### src/rtl/conv_1d_ctrl.sv
// Frame sequencer and credit-based flow controller wrapped around the conv_1d core.
// Define CONV_1D_CTRL_STATS_EN to add the frame_cnt/short_cnt statistics outputs.
module conv_1d_ctrl #(
    parameter int DATA_WIDTH    = 8,
    parameter int KERNEL_SIZE   = 8,
    parameter int CORE_LATENCY  = 3,
    parameter int FIFO_DEPTH    = 8,
    localparam int RESULT_WIDTH = 2*DATA_WIDTH + $clog2(KERNEL_SIZE)
) (
    input  logic                              clk,
    input  logic                              arst_n,
    input  logic [DATA_WIDTH-1:0]             in_data,
    input  logic                              in_vld,
    input  logic                              in_last,
    output logic                              in_rdy,
    input  logic                              kcfg_wr,
    input  logic [$clog2(KERNEL_SIZE)-1:0]    kcfg_idx,
    input  logic [DATA_WIDTH-1:0]             kcfg_data,
    input  logic                              kcfg_commit,
    output logic                              kcfg_pending,
    output logic [DATA_WIDTH-1:0]             core_signal_data,
    output logic                              core_signal_vld,
    output logic [KERNEL_SIZE*DATA_WIDTH-1:0] core_kernel,
    input  logic [RESULT_WIDTH-1:0]           core_result_data,
    input  logic                              core_result_vld,
    output logic [RESULT_WIDTH-1:0]           out_data,
    output logic                              out_vld,
    output logic                              out_last,
    input  logic                              out_rdy,
    output logic                              short_frame
`ifdef CONV_1D_CTRL_STATS_EN
    ,
    output logic [15:0]                       frame_cnt,
    output logic [15:0]                       short_cnt
`endif
);

    localparam int IDX_W  = $clog2(KERNEL_SIZE);
    localparam int CNT_W  = $clog2(FIFO_DEPTH + 1);
    localparam int CNT_W1 = CNT_W + 1;
    localparam int PTR_W  = (FIFO_DEPTH > 1) ? $clog2(FIFO_DEPTH) : 1;
    localparam int GRD_W  = $clog2(CORE_LATENCY + 1);
    localparam logic [IDX_W-1:0]  LAST_IDX = IDX_W'(KERNEL_SIZE - 1);
    localparam logic [CNT_W:0]    DEPTH_C  = CNT_W1'(FIFO_DEPTH);

    typedef enum logic [1:0] {IDLE, RUN, DRAIN} state_t;

    state_t                   state_q, state_d;
    logic                     pending_q, pending_d;
    logic [IDX_W-1:0]         idx_q, idx_d;
    logic [CNT_W-1:0]         inflight_q, inflight_d;
    logic [CNT_W-1:0]         fifoCount_q, fifoCount_d;
    logic [PTR_W-1:0]         wrPtr_q, rdPtr_q;
    logic [DATA_WIDTH-1:0]    shadow_q [KERNEL_SIZE];
    logic [DATA_WIDTH-1:0]    active_q [KERNEL_SIZE];
    logic [DATA_WIDTH-1:0]    issueData_q;
    logic                     issueVld_q, issueKeep_q, issueLast_q;
    logic [CORE_LATENCY-1:0]  tagVld_q, tagKeep_q, tagLast_q;
    logic                     rdyEn_q;
    logic [GRD_W-1:0]         guard_q;
    logic [RESULT_WIDTH:0]    mem_q [FIFO_DEPTH];

    logic freeOk, accept, keep, swap, tagPop, push, pop;

    function automatic logic [PTR_W-1:0] ptrNext(input logic [PTR_W-1:0] p);
        return (p == PTR_W'(FIFO_DEPTH - 1)) ? '0 : p + PTR_W'(1);
    endfunction

    // Warm-up samples and retired-but-discarded tags still hold a credit until they exit.
    assign freeOk = ({1'b0, fifoCount_q} + {1'b0, inflight_q}) < DEPTH_C;
    assign in_rdy = rdyEn_q && freeOk && ((state_q == RUN) || (state_q == IDLE && !pending_q));
    assign accept = in_vld && in_rdy;
    assign keep   = (idx_q >= LAST_IDX);
    assign tagPop = tagVld_q[CORE_LATENCY-1];
    assign push   = tagPop && tagKeep_q[CORE_LATENCY-1];
    assign out_vld  = (fifoCount_q != '0);
    assign pop      = out_vld && out_rdy;
    assign out_data = mem_q[rdPtr_q][RESULT_WIDTH-1:0];
    assign out_last = out_vld && mem_q[rdPtr_q][RESULT_WIDTH];

    assign short_frame      = accept && in_last && !keep;
    assign kcfg_pending     = pending_q;
    assign core_signal_data = issueData_q;
    assign core_signal_vld  = issueVld_q;

    for (genvar g = 0; g < KERNEL_SIZE; g++) begin : gKernel
        assign core_kernel[g*DATA_WIDTH +: DATA_WIDTH] = active_q[g];
    end

    always_comb begin
        state_d     = state_q;
        swap        = 1'b0;
        idx_d       = idx_q;
        inflight_d  = inflight_q;
        fifoCount_d = fifoCount_q;
        case (state_q)
            IDLE: begin
                if (pending_q) swap = 1'b1;
                else if (accept) state_d = in_last ? DRAIN : RUN;
            end
            RUN:     if (accept && in_last) state_d = DRAIN;
            DRAIN:   if (inflight_q == '0) state_d = IDLE;
            default: state_d = IDLE;
        endcase
        pending_d = kcfg_commit || (pending_q && !swap);
        if (accept) idx_d = in_last ? '0 : (keep ? idx_q : idx_q + IDX_W'(1));
        case ({accept, tagPop})
            2'b10:   inflight_d = inflight_q + CNT_W'(1);
            2'b01:   inflight_d = inflight_q - CNT_W'(1);
            default: inflight_d = inflight_q;
        endcase
        case ({push, pop})
            2'b10:   fifoCount_d = fifoCount_q + CNT_W'(1);
            2'b01:   fifoCount_d = fifoCount_q - CNT_W'(1);
            default: fifoCount_d = fifoCount_q;
        endcase
    end

    always_ff @(posedge clk) begin
        if (!arst_n) begin
            state_q     <= IDLE;
            pending_q   <= 1'b0;
            idx_q       <= '0;
            inflight_q  <= '0;
            fifoCount_q <= '0;
            wrPtr_q     <= '0;
            rdPtr_q     <= '0;
            issueData_q <= '0;
            issueVld_q  <= 1'b0;
            issueKeep_q <= 1'b0;
            issueLast_q <= 1'b0;
            tagVld_q    <= '0;
            tagKeep_q   <= '0;
            tagLast_q   <= '0;
            rdyEn_q     <= 1'b0;
            guard_q     <= GRD_W'(CORE_LATENCY);
            for (int k = 0; k < KERNEL_SIZE; k++) begin
                shadow_q[k] <= '0;
                active_q[k] <= '0;
            end
        end else begin
            state_q     <= state_d;
            pending_q   <= pending_d;
            idx_q       <= idx_d;
            inflight_q  <= inflight_d;
            fifoCount_q <= fifoCount_d;
            rdyEn_q     <= 1'b1;
            if (guard_q != '0) guard_q <= guard_q - GRD_W'(1);
            issueVld_q <= accept;
            if (accept) begin
                issueData_q <= in_data;
                issueKeep_q <= keep;
                issueLast_q <= in_last && keep;
            end
            tagVld_q[0]  <= issueVld_q;
            tagKeep_q[0] <= issueKeep_q;
            tagLast_q[0] <= issueLast_q;
            for (int i = 1; i < CORE_LATENCY; i++) begin
                tagVld_q[i]  <= tagVld_q[i-1];
                tagKeep_q[i] <= tagKeep_q[i-1];
                tagLast_q[i] <= tagLast_q[i-1];
            end
            if (kcfg_wr) shadow_q[kcfg_idx] <= kcfg_data;
            if (swap) begin
                for (int k = 0; k < KERNEL_SIZE; k++) active_q[k] <= shadow_q[k];
            end
            if (push) wrPtr_q <= ptrNext(wrPtr_q);
            if (pop)  rdPtr_q <= ptrNext(rdPtr_q);
        end
    end

    always_ff @(posedge clk) begin
        if (push) mem_q[wrPtr_q] <= {tagLast_q[CORE_LATENCY-1], core_result_data};
    end

    // The core is not reset with us, so results still in its pipe at reset are tolerated.
    always_ff @(posedge clk) begin
        if (arst_n && guard_q == '0) assert (core_result_vld == tagPop);
        if (arst_n) assert (!(push && fifoCount_q == CNT_W'(FIFO_DEPTH)));
    end

`ifdef CONV_1D_CTRL_STATS_EN
    logic [15:0] frameCnt_q, shortCnt_q;

    always_ff @(posedge clk) begin
        if (!arst_n) begin
            frameCnt_q <= '0;
            shortCnt_q <= '0;
        end else begin
            if (state_q == DRAIN && state_d == IDLE && frameCnt_q != 16'hFFFF)
                frameCnt_q <= frameCnt_q + 16'd1;
            if (short_frame && shortCnt_q != 16'hFFFF)
                shortCnt_q <= shortCnt_q + 16'd1;
        end
    end

    assign frame_cnt = frameCnt_q;
    assign short_cnt = shortCnt_q;
`endif

endmodule

### config.mk
export PLATFORM = sky130hd
export DESIGN_NAME = conv_1d_ctrl
export DESIGN_NICKNAME = d
export VERILOG_FILES = /design/src/rtl/conv_1d_ctrl.sv
export SDC_FILE = /design/constraint.sdc
export NUM_CORES = 1
export LEC_CHECK = 0
export ABC_AREA = 1
export BUFFER_PORTS_ARGS = -buffer_cell sky130_fd_sc_hd__buf_2
export CAP_MARGIN = 20
export CORE_UTILIZATION = 58
export DETAILED_ROUTE_END_ITERATION = 16
export PLACE_DENSITY = 0.78
export SYNTH_ARGS = -nofsm -noshare
export SYNTH_HDL_FRONTEND = slang
export SYNTH_SLANG_ARGS = --single-unit
### constraint.sdc
create_clock -name clk -period 7.3 [get_ports clk]
set_input_delay 1.46 -clock clk [delete_from_list [all_inputs] [get_ports clk]]
set_output_delay 1.46 -clock clk [all_outputs]
set_load 0.02 [all_outputs]
== Yosys cells after proc, flatten, opt, wreduce, memory -nomap -nowiden ==
Memories as Yosys holds them, arrays and structs flattened. A register that Yosys moved wholly into a read port is not among the register bits.
Index checks and enable logic that the tools add are counted.

* Bits in registers: 41
* RAM bits: 288
* Bits of input ports: 46
* Output and inout bits: 97
* Word-level logic and storage cells: 110
* Memories kept: 3

* $add $sub $neg: 8
* Magnitude comparators: 2
* Equal/unequal tests: 13
* Multiplexer cells: 37
* Bitwise gates (word level): 8
* Reductions and logical operators: 24

{| class="wikitable"
|+ Memory list
! memory !! depth !! bits a word !! rd ports !! clocked after memory_dff !! write ports !! RTL line !! RTL
|-
| mem_q || 8 || 20 || 1 || 1 || 1 || 61 || <nowiki>logic [RESULT_WIDTH:0] mem_q [FIFO_DEPTH];</nowiki>
|-
| active_q || 8 || 8 || 8 || 0 || 8 || 55 || <nowiki>logic [DATA_WIDTH-1:0] active_q [KERNEL_SIZE];</nowiki>
|-
| shadow_q || 8 || 8 || 8 || 0 || 8 || 54 || <nowiki>logic [DATA_WIDTH-1:0] shadow_q [KERNEL_SIZE];</nowiki>
|}

{| class="wikitable"
|+ Operator list
! cell !! number
|-
| $mux W8 || 9
|-
| $mux W3 || 7
|-
| $pmux W4 S2 || 2
|-
| $mux W1 || 13
|-
| $logic_and A1 B1 Y1 || 11
|-
| $mux W2 || 5
|-
| $add A3 B1 Y3 const B || 3
|-
| $add A4 B1 Y4 const B || 2
|-
| $or A1 B1 Y1 || 8
|-
| $reduce_or A8 Y1 || 1
|-
| $sub A4 B1 Y4 const B || 2
|-
| $eq A2 B1 Y1 const B || 3
|-
| $eq A2 B2 Y1 const B || 3
|-
| $eq A3 B3 Y1 const B || 2
|-
| $ne A2 B2 Y1 const B || 3
|-
| $pmux W2 S3 || 1
|-
| $add A4 B4 Y5 || 1
|-
| $lt A5 B4 Y1 const B || 1
|-
| $logic_not A4 Y1 || 1
|-
| $ne A2 B1 Y1 const B || 2
|-
| $reduce_and A4 Y1 || 1
|-
| $reduce_bool A2 Y1 || 2
|-
| $reduce_bool A4 Y1 || 1
|-
| $ge A3 B3 Y1 const B || 1
|-
| 4 further kinds || 7
|}

== Longest topological paths before layout ==
Gate-level depths: netlist (run 1).

* Depth in word-level cells: 8
* Mapped depth: 16
* Depth with buffers taken out: 15

== Worst setup path before layout (run 1) ==
OpenSTA, ideal clock, no wires.

* Kind: register to register
* Start point: reg pending_q (netlist: kcfg_pending)
* End point: mem active_q[0][0], enable pin
* Arrival: 5.068 ns
* Path slack: 1.658 ns
* Stages on the path, launching flop included: 3
* Period minus slack after synthesis: 5.642 ns
* Cell sequence: dfxtp_1 > nand2_1 > o21ai_0

{| class="wikitable"
|+ RTL lines
! what !! RTL line !! RTL
|-
| start, declared || 49 || <nowiki>logic pending_q, pending_d;</nowiki>
|-
| start signal, assigned || 143 || <nowiki>pending_q <= pending_d;</nowiki>
|-
| end, declared || 55 ||
|}

==> results.cfg, run 1 <==
[yosys]
synth-edff-count = 288
ys.flop_type = edfxtp_1
synth-xor-area-share = 0.00272
synth_top_family_by_area = simple AND/OR/NAND/NOR gates
syn_avg_cell_area_sq_um = 12.0
syn_nets = 1131
async_reset_ff_frac = 0
postSynthCellCount = 1068
synthAdderAreaFrac = 0.0177
muxShareOfSynthArea = 0
synthTopCellsByArea = edfxtp_1 (67%), nor2_1 (7.7%), dfxtp_1 (6.8%)
yosysTopAreaCellShare = 0.672
ys_ff_latch = 332
synthTopCellsByCount = edfxtp_1 (288), nor2_1 (265), nand2_1 (147)
synthSimpleGateAreaFrac = 0.129
post-synth-top-count-cell = edfxtp_1
yosysWarnings = 0
netlist_area_sq_mm = 0.0129
synth_cell_types = 27
ys_seq_area_frac = 0.741
synth_compound_area_frac = 0.0604
yosys.area.top_type = edfxtp_1

[global_route]
gr-total-overflow = 0
track_usage = 0.228
grt_pass1_vias = 7714
grt_max_degree = 82
grt_pass1_wl_mm = 39.5
antenna_found_initial = 0

[cells_and_area]
multi_input_area_sq_mm = 0.00273
regArea_sq_mm = 0.00953
drive_above_1_share = 0.178
final_core_util = 0.685
area_delta_synth_final_pct = 15.8
fin_nets = 1276
n_fill_cell = 1497

[die]
die-area_sq_mm = 0.0228
ios = 143
die_x_um = 151
die_h_um = 151
row_count = 54
start_util = 0.591
core_sq_mm = 0.0218

[clocking]
clkTransAtPathRegs_ns = 0.07
numCtsBuffers = 31
cts_root_buffer = clkbuf_16
postCtsSetupBuffers = 0
insertion_delay_ns = 0.55
htreeDepth = 1
cts_sinks = 332
cts_max_path_buffers = 3
cts_tree = built
ctsResizeCount = 0
cts_hold_buf = 0

[drt]
via_per_inst = 5.35
remaining_drc_errors = 0
dr.pass1.iters = 4
ant_nets = 0
met2_length_mm = 13.1
first_iter_violations = 621
routed_wl_mm = 26.1
drt-met1-wl_mm = 10.4
highest_layer = met4
route.met3.wl_mm = 2.24
avgRoutedWirePerCell_um = 17.2
route.vias.total = 8121

[placed_design]
port_buffers = 141
hpwlAfterDp_mm = 14.9
finalWeightedCongestion = 0.812

[job]
cap_violations = 0

[sta]
fin_skew_ns = 0.0173
period_minus_slack_ns = 4.40
slew_headroom = 0.367
hold_viol_final = 0
tns_ns = 0
period_share = 0.603
tightest_slew_ns = 0.950
maxSlewViolCount = 0
rsz0062_at_grt = false
max_freq_ghz = 0.227
setup_violations = 0

[critical_path]
endpoint_kind = output pin
startpoint_type = flop
critPathKind = flop to output pin
arrival_ns = 2.94
r2r_slack_ns = 4.51
path_max_fanout = 81
crit_required_ns = 5.84

[outcome]
outcome = completed

[power]
power.density_mw_per_mm2 = 324
leakagePower_uw = 0.00614
irDropWorstVdd_mv = 0.185

[worst_hold_path]
hp-class = flop to flop
[final timing paths]
| check | startpoint | to | depth (start not counted) |
|---|---|---|---|
| setup / recovery | flop | out_data[2] | 8 |
| hold / removal | tagVld_q[0]$_SDFF_PN0_ | tagVld_q[1]$_SDFF_PN0_ | 2 |
| hold reg to reg | tagVld_q[0]$_SDFF_PN0_ | tagVld_q[1]$_SDFF_PN0_ | 2 |
| setup reg to reg | fifoCount_q[3]$_SDFFE_PN0P_ | inflight_q[3]$_SDFFE_PN0P_ | 14 |
[placed cells by master (no fill, tap or decap)]
cell type   count
a31o_2          1
nand2_2         1
o22ai_1         1
clkinv_1        8
inv_6           2
ha_1           15
o32ai_1        39
edfxtp_1      288
nor3_1          1
clkinv_4        1
inv_1         115
clkbuf_1        4
o21ai_0        58
o211a_1         1
nor2_1        257
dfxtp_2         2
buf_2         141
bufinv_16       2
nor2_4          1
nand3b_1        4
clkbuf_16      33
buf_4          14
diode_2         1
fa_1            2
xnor2_1         4
clkbuf_8        3
inv_2           2
clkinvlp_4      1
a21oi_1        23
o21ai_4         1
nand3_1         7
nand4_1         2
nor2_2         10
nand2_1       147
dfxtp_1        42
clkinv_2        5
[flip-flops by register name, indices dropped and copies added (netlist names), named ones only]
signal and flops:
active_q 64, core_signal_data 8, core_signal_vld 1, fifoCount_q 4
idx_q 3, inflight_q 4, issueKeep_q 1, issueLast_q 1
kcfg_pending 1, mem_q 160, rdPtr_q 3, rdyEn_q 1
shadow_q 64, state_q 2, tagKeep_q 3, tagLast_q 3
tagVld_q 3, wrPtr_q 3
[power breakdown]
part	internal, uW	switching, uW
Sequential	2150	39.7
Clock	922	680
Combinational	323	716
Total	3390	1440
[critical path, stage by stage (launching register included)]
cell	delay, ns
dfxtp_2	0.31
buf_4	0.36
inv_2	0.31
buf_4	0.62
nor2_1	0.11
o32ai_1	0.27
nand2_1	0.11
nand2_1	0.09
buf_2	0.16
[cells by family after synthesis]
group | count (synthesis)
AO/OA/AOI/OAI | 124
XOR/XNOR | 4
adder cells (fa/ha/maj) | 17
AND/OR/NAND/NOR | 430
flip-flops | 332
buffers and inverters | 161
[area by class of cell]
| type | count | share of cell area |
|---|---|---|
| Sequential cell | 332 | 0.640 |
| Multi-Input combinational cell | 575 | 0.183 |
| Clock buffer | 40 | 0.0592 |
| Timing Repair Buffer | 155 | 0.0544 |
| Inverter | 118 | 0.0297 |
| Tap cell | 280 | 0.0235 |
| Clock inverter | 18 | 0.00974 |
| Antenna cell | 1 | 0.000168 |
[metal layers]
layer / GRT usage / vias up
met5: 0 / -
met4: 0.0520 / 0
met3: 0.0545 / 30
met2: 0.392 / 305
met1: 0.292 / 3882
li1: - / 3904
[stage by stage]
| step | setup WS (ns) | hold slack, ns | cell area (sq um) | power (uW) | instances |
|---|---|---|---|---|---|
| finish | 2.90 | 0.415 | 14900 | 4830 | 1519 |
| global route | 2.66 | 0.446 | 14900 | 5050 | 1518 |
| CTS | 2.90 | 0.417 | 14900 | 4860 | 1518 |
| detailed placement | 3.48 | 0.401 | 13900 | 3270 | 1460 |
| global placement | 3.50 | 0.396 | 13900 | 3230 | 1460 |
| floorplan | 1.66 | 0.390 | 12900 | 2960 | 1068 |
Power figures use the tool's default switching activity.
==> inputs of run 2 (changes only) <==
Settings changed: ABC_AREA 1 to 0, CORE_UTILIZATION 58 to 52, PLACE_DENSITY 0.78 to 0.74.
Clock period 7.3 ns to 3.6 ns, I/O delays scaled along.
==> run 2 against run 1 <==
Against the previous run: global-route usage fell by 3.0 points; register-to-register slack got worse by 3.9 ns; largest cell class unchanged; first-iteration DRC count fell by 19%; sequential share of layout area fell by 0.90 points.
==> results.cfg, run 2 <==
[power]
irDropWorstVdd_mv = 0.449
seqPwrFrac = 0.550
pwr-share-comb = 0.044
switching_share = 0.209
leakagePower_uw = 0.00555
p_clk_frac = 0.406
internal_power_uw = 6230
p_switching_uw = 1650
power.density_mw_per_mm2 = 522

[critical_path]
endpoint_kind = output pin
critical_path.top_delay_family = multiplexers
reg2reg_from = fifoCount_q[1]$_SDFFE_PN0P_
crit_slowest_cell = dfxtp_2
crit_cells = 4
critPathMaxStageDelay_ns = 0.67
crit_chain = buf_4 > mux4_1 > mux2_4 > buf_2
reg2reg_depth = 11
path_buf_inv = 2
path_max_fanout = 15
critPathKind = flop to output pin
crit_required_ns = 2.88
r2r-end = inflight_q[3]$_SDFFE_PN0P_
arrival_ns = 2.51
r2r_slack_ns = 0.59
startpoint_type = flop
endpoint = out_data[11]

[placed_design]
finalWeightedCongestion = 0.776
hpwlAfterDp_mm = 14.7
port_buffers = 141
postPlaceCellArea_sq_mm = 0.0141

[die]
start_util = 0.530
die-area_sq_mm = 0.0254
row_count = 57
die_x_um = 159
die_h_um = 159
core_sq_mm = 0.0243
ios = 143

[yosys]
netlist_area_sq_mm = 0.0129
ys_ff_latch = 332
syn_avg_cell_area_sq_um = 17.4
syn_nets = 803
yosys.area.top_type = edfxtp_1
postSynthCellCount = 740
synth-edff-count = 288
yosysWarnings = 0
yosysTopAreaCellShare = 0.671
synthTopCellsByCount = edfxtp_1 (288), and2_1 (138), dfxtp_1 (44)
ys_seq_area_frac = 0.740
synth_cell_types = 41
async_reset_ff_frac = 0
ys.flop_type = edfxtp_1
post-synth-top-count-cell = edfxtp_1
synthTopCellsByArea = edfxtp_1 (67%), dfxtp_1 (6.8%), and2_1 (6.7%)

[global_route]
grt_pass1_wl_mm = 38.0
gr-total-overflow = 0
grt_pass1_vias = 6696
grt_max_degree = 61
track_usage = 0.198
antenna_found_initial = 0

[sta]
max_freq_ghz = 0.309
maxSlewViolCount = 0
setup_violations = 0
hold_viol_final = 0
slew_headroom = 0.562
period_minus_slack_ns = 3.23
fin_skew_ns = 0.0237
tightest_slew_ns = 0.652
period_share = 0.898
hold_slack_ns = 0.430
rsz0062_at_grt = false
tns_ns = 0

[clocking]
cts_root_buffer = clkbuf_16
cts_tree = built
postCtsSetupBuffers = 0
cts_max_path_buffers = 3
cts_sinks = 332
clkTransAtPathRegs_ns = 0.06
numCtsBuffers = 34
cts_hold_buf = 0
htreeDepth = 2
ctsResizeCount = 0
insertion_delay_ns = 0.51

[worst_hold_path]
hp-class = flop to flop

[cells_and_area]
drive_above_1_share = 0.292
final_core_util = 0.621
mostFrequentLayoutCells = edfxtp_1 (288), buf_2 (141), and2_1 (138)
stdcell_area_sq_mm = 0.0151
top_register = mem_q
fin_nets = 977
top_regs = mem_q: 160 flops, active_q: 64 flops, shadow_q: 64 flops
area_delta_synth_final_pct = 17.3
layout_commonest_cell = edfxtp_1
antennaDiodeCount = 0
largest_reg_flops = 160

[drt]
dr.pass1.iters = 5
remaining_drc_errors = 0
routed_wl_mm = 24.6
first_iter_violations = 505
ant_nets = 0
via_per_inst = 5.42
avgRoutedWirePerCell_um = 19.5
route.vias.total = 6850

[job]
cap_violations = 0

[outcome]
outcome = completed
## run 2: cell count changes in the layout (fill, tap and decap cells not counted), moves of 39 or more
cell     delta
nor2_1    -233
and2_1    +138
nand2_1   -134
inv_1     -104
o21ai_0    -42
o32ai_1    -39
## run 2: worst min path at each step
stage | start | end | slack, ns | cells after the start
floorplan | tagKeep_q[0]$_SDFF_PN0_ | tagKeep_q[1]$_SDFF_PN0_ | 0.41 | 1
global placement | tagVld_q[0]$_SDFF_PN0_ | tagVld_q[1]$_SDFF_PN0_ | 0.42 | 1
detailed placement | tagKeep_q[1]$_SDFF_PN0_ | tagKeep_q[2]$_SDFF_PN0_ | 0.42 | 1
CTS | tagVld_q[0]$_SDFF_PN0_ | tagVld_q[1]$_SDFF_PN0_ | 0.43 | 1
global route | tagLast_q[0]$_SDFF_PN0_ | tagLast_q[1]$_SDFF_PN0_ | 0.45 | 1
finish | tagVld_q[0]$_SDFF_PN0_ | tagVld_q[1]$_SDFF_PN0_ | 0.43 | 1
## run 2: cell type report
class / count / area (sq um)
sequential: 332 / 9530
inverter: 12 / 45.0
clock buffer: 43 / 926
tap: 324 / 405
fill: 1720 / 9210
clock inverter: 18 / 101
multi-input combinational: 368 / 3180
timing repair buffer: 166 / 918
## run 2: power groups by stage
stage	clock, uW	combinational [uW]	sequential (uW)
final	3200	345	4340
after global routing	3420	374	4340
after CTS	3270	350	4340
after detailed placement	0	348	4410
after global placement	0	342	4410
after floorplan	0	100	4490
## run 2: cell families (layout without fill, tap and decap cells)
family / count (synthesis) / after routing / synth area share
AND/OR/NAND/NOR: 233 / 233 / 0.104
multiplexers: 60 / 60 / 0.0964
buffers and inverters: 40 / 239 / 0.0164
adder cells (fa/ha/maj): 17 / 17 / 0.0177
flip-flops: 332 / 332 / 0.740
AO/OA/AOI/OAI: 54 / 54 / 0.0234
XOR/XNOR: 4 / 4 / 0.00272
## run 2: worst register-to-register path: stages, from the launching register on
cell     delay (ns)
dfxtp_1        0.40
ha_1           0.26
and3_4         0.19
o21a_1         0.32
nor2_1         0.26
inv_1          0.09
ha_1           0.22
ha_1           0.32
a21oi_1        0.17
a21oi_1        0.10
or4_1          0.46
a21oi_1        0.14
## run 2: per-layer routing
layer,wire length [um],share of wire,track usage
met5,0,0,0
met4,429,0.017,0.0542
met3,1700,0.069,0.0404
met1,10400,0.42,0.270
met2,12100,0.49,0.325
## run 2: metrics by stage
step / std cells / setup WS [ns] / power [uW]
2_1_floorplan: 740 / 0.642 / 4590
3_3_place_gp: 1202 / 0.613 / 4760
3_5_place_dp: 1202 / 0.604 / 4760
4_1_cts: 1263 / 0.298 / 7960
5_1_grt: 1263 / 0.222 / 8140
6_report: 1263 / 0.368 / 7880
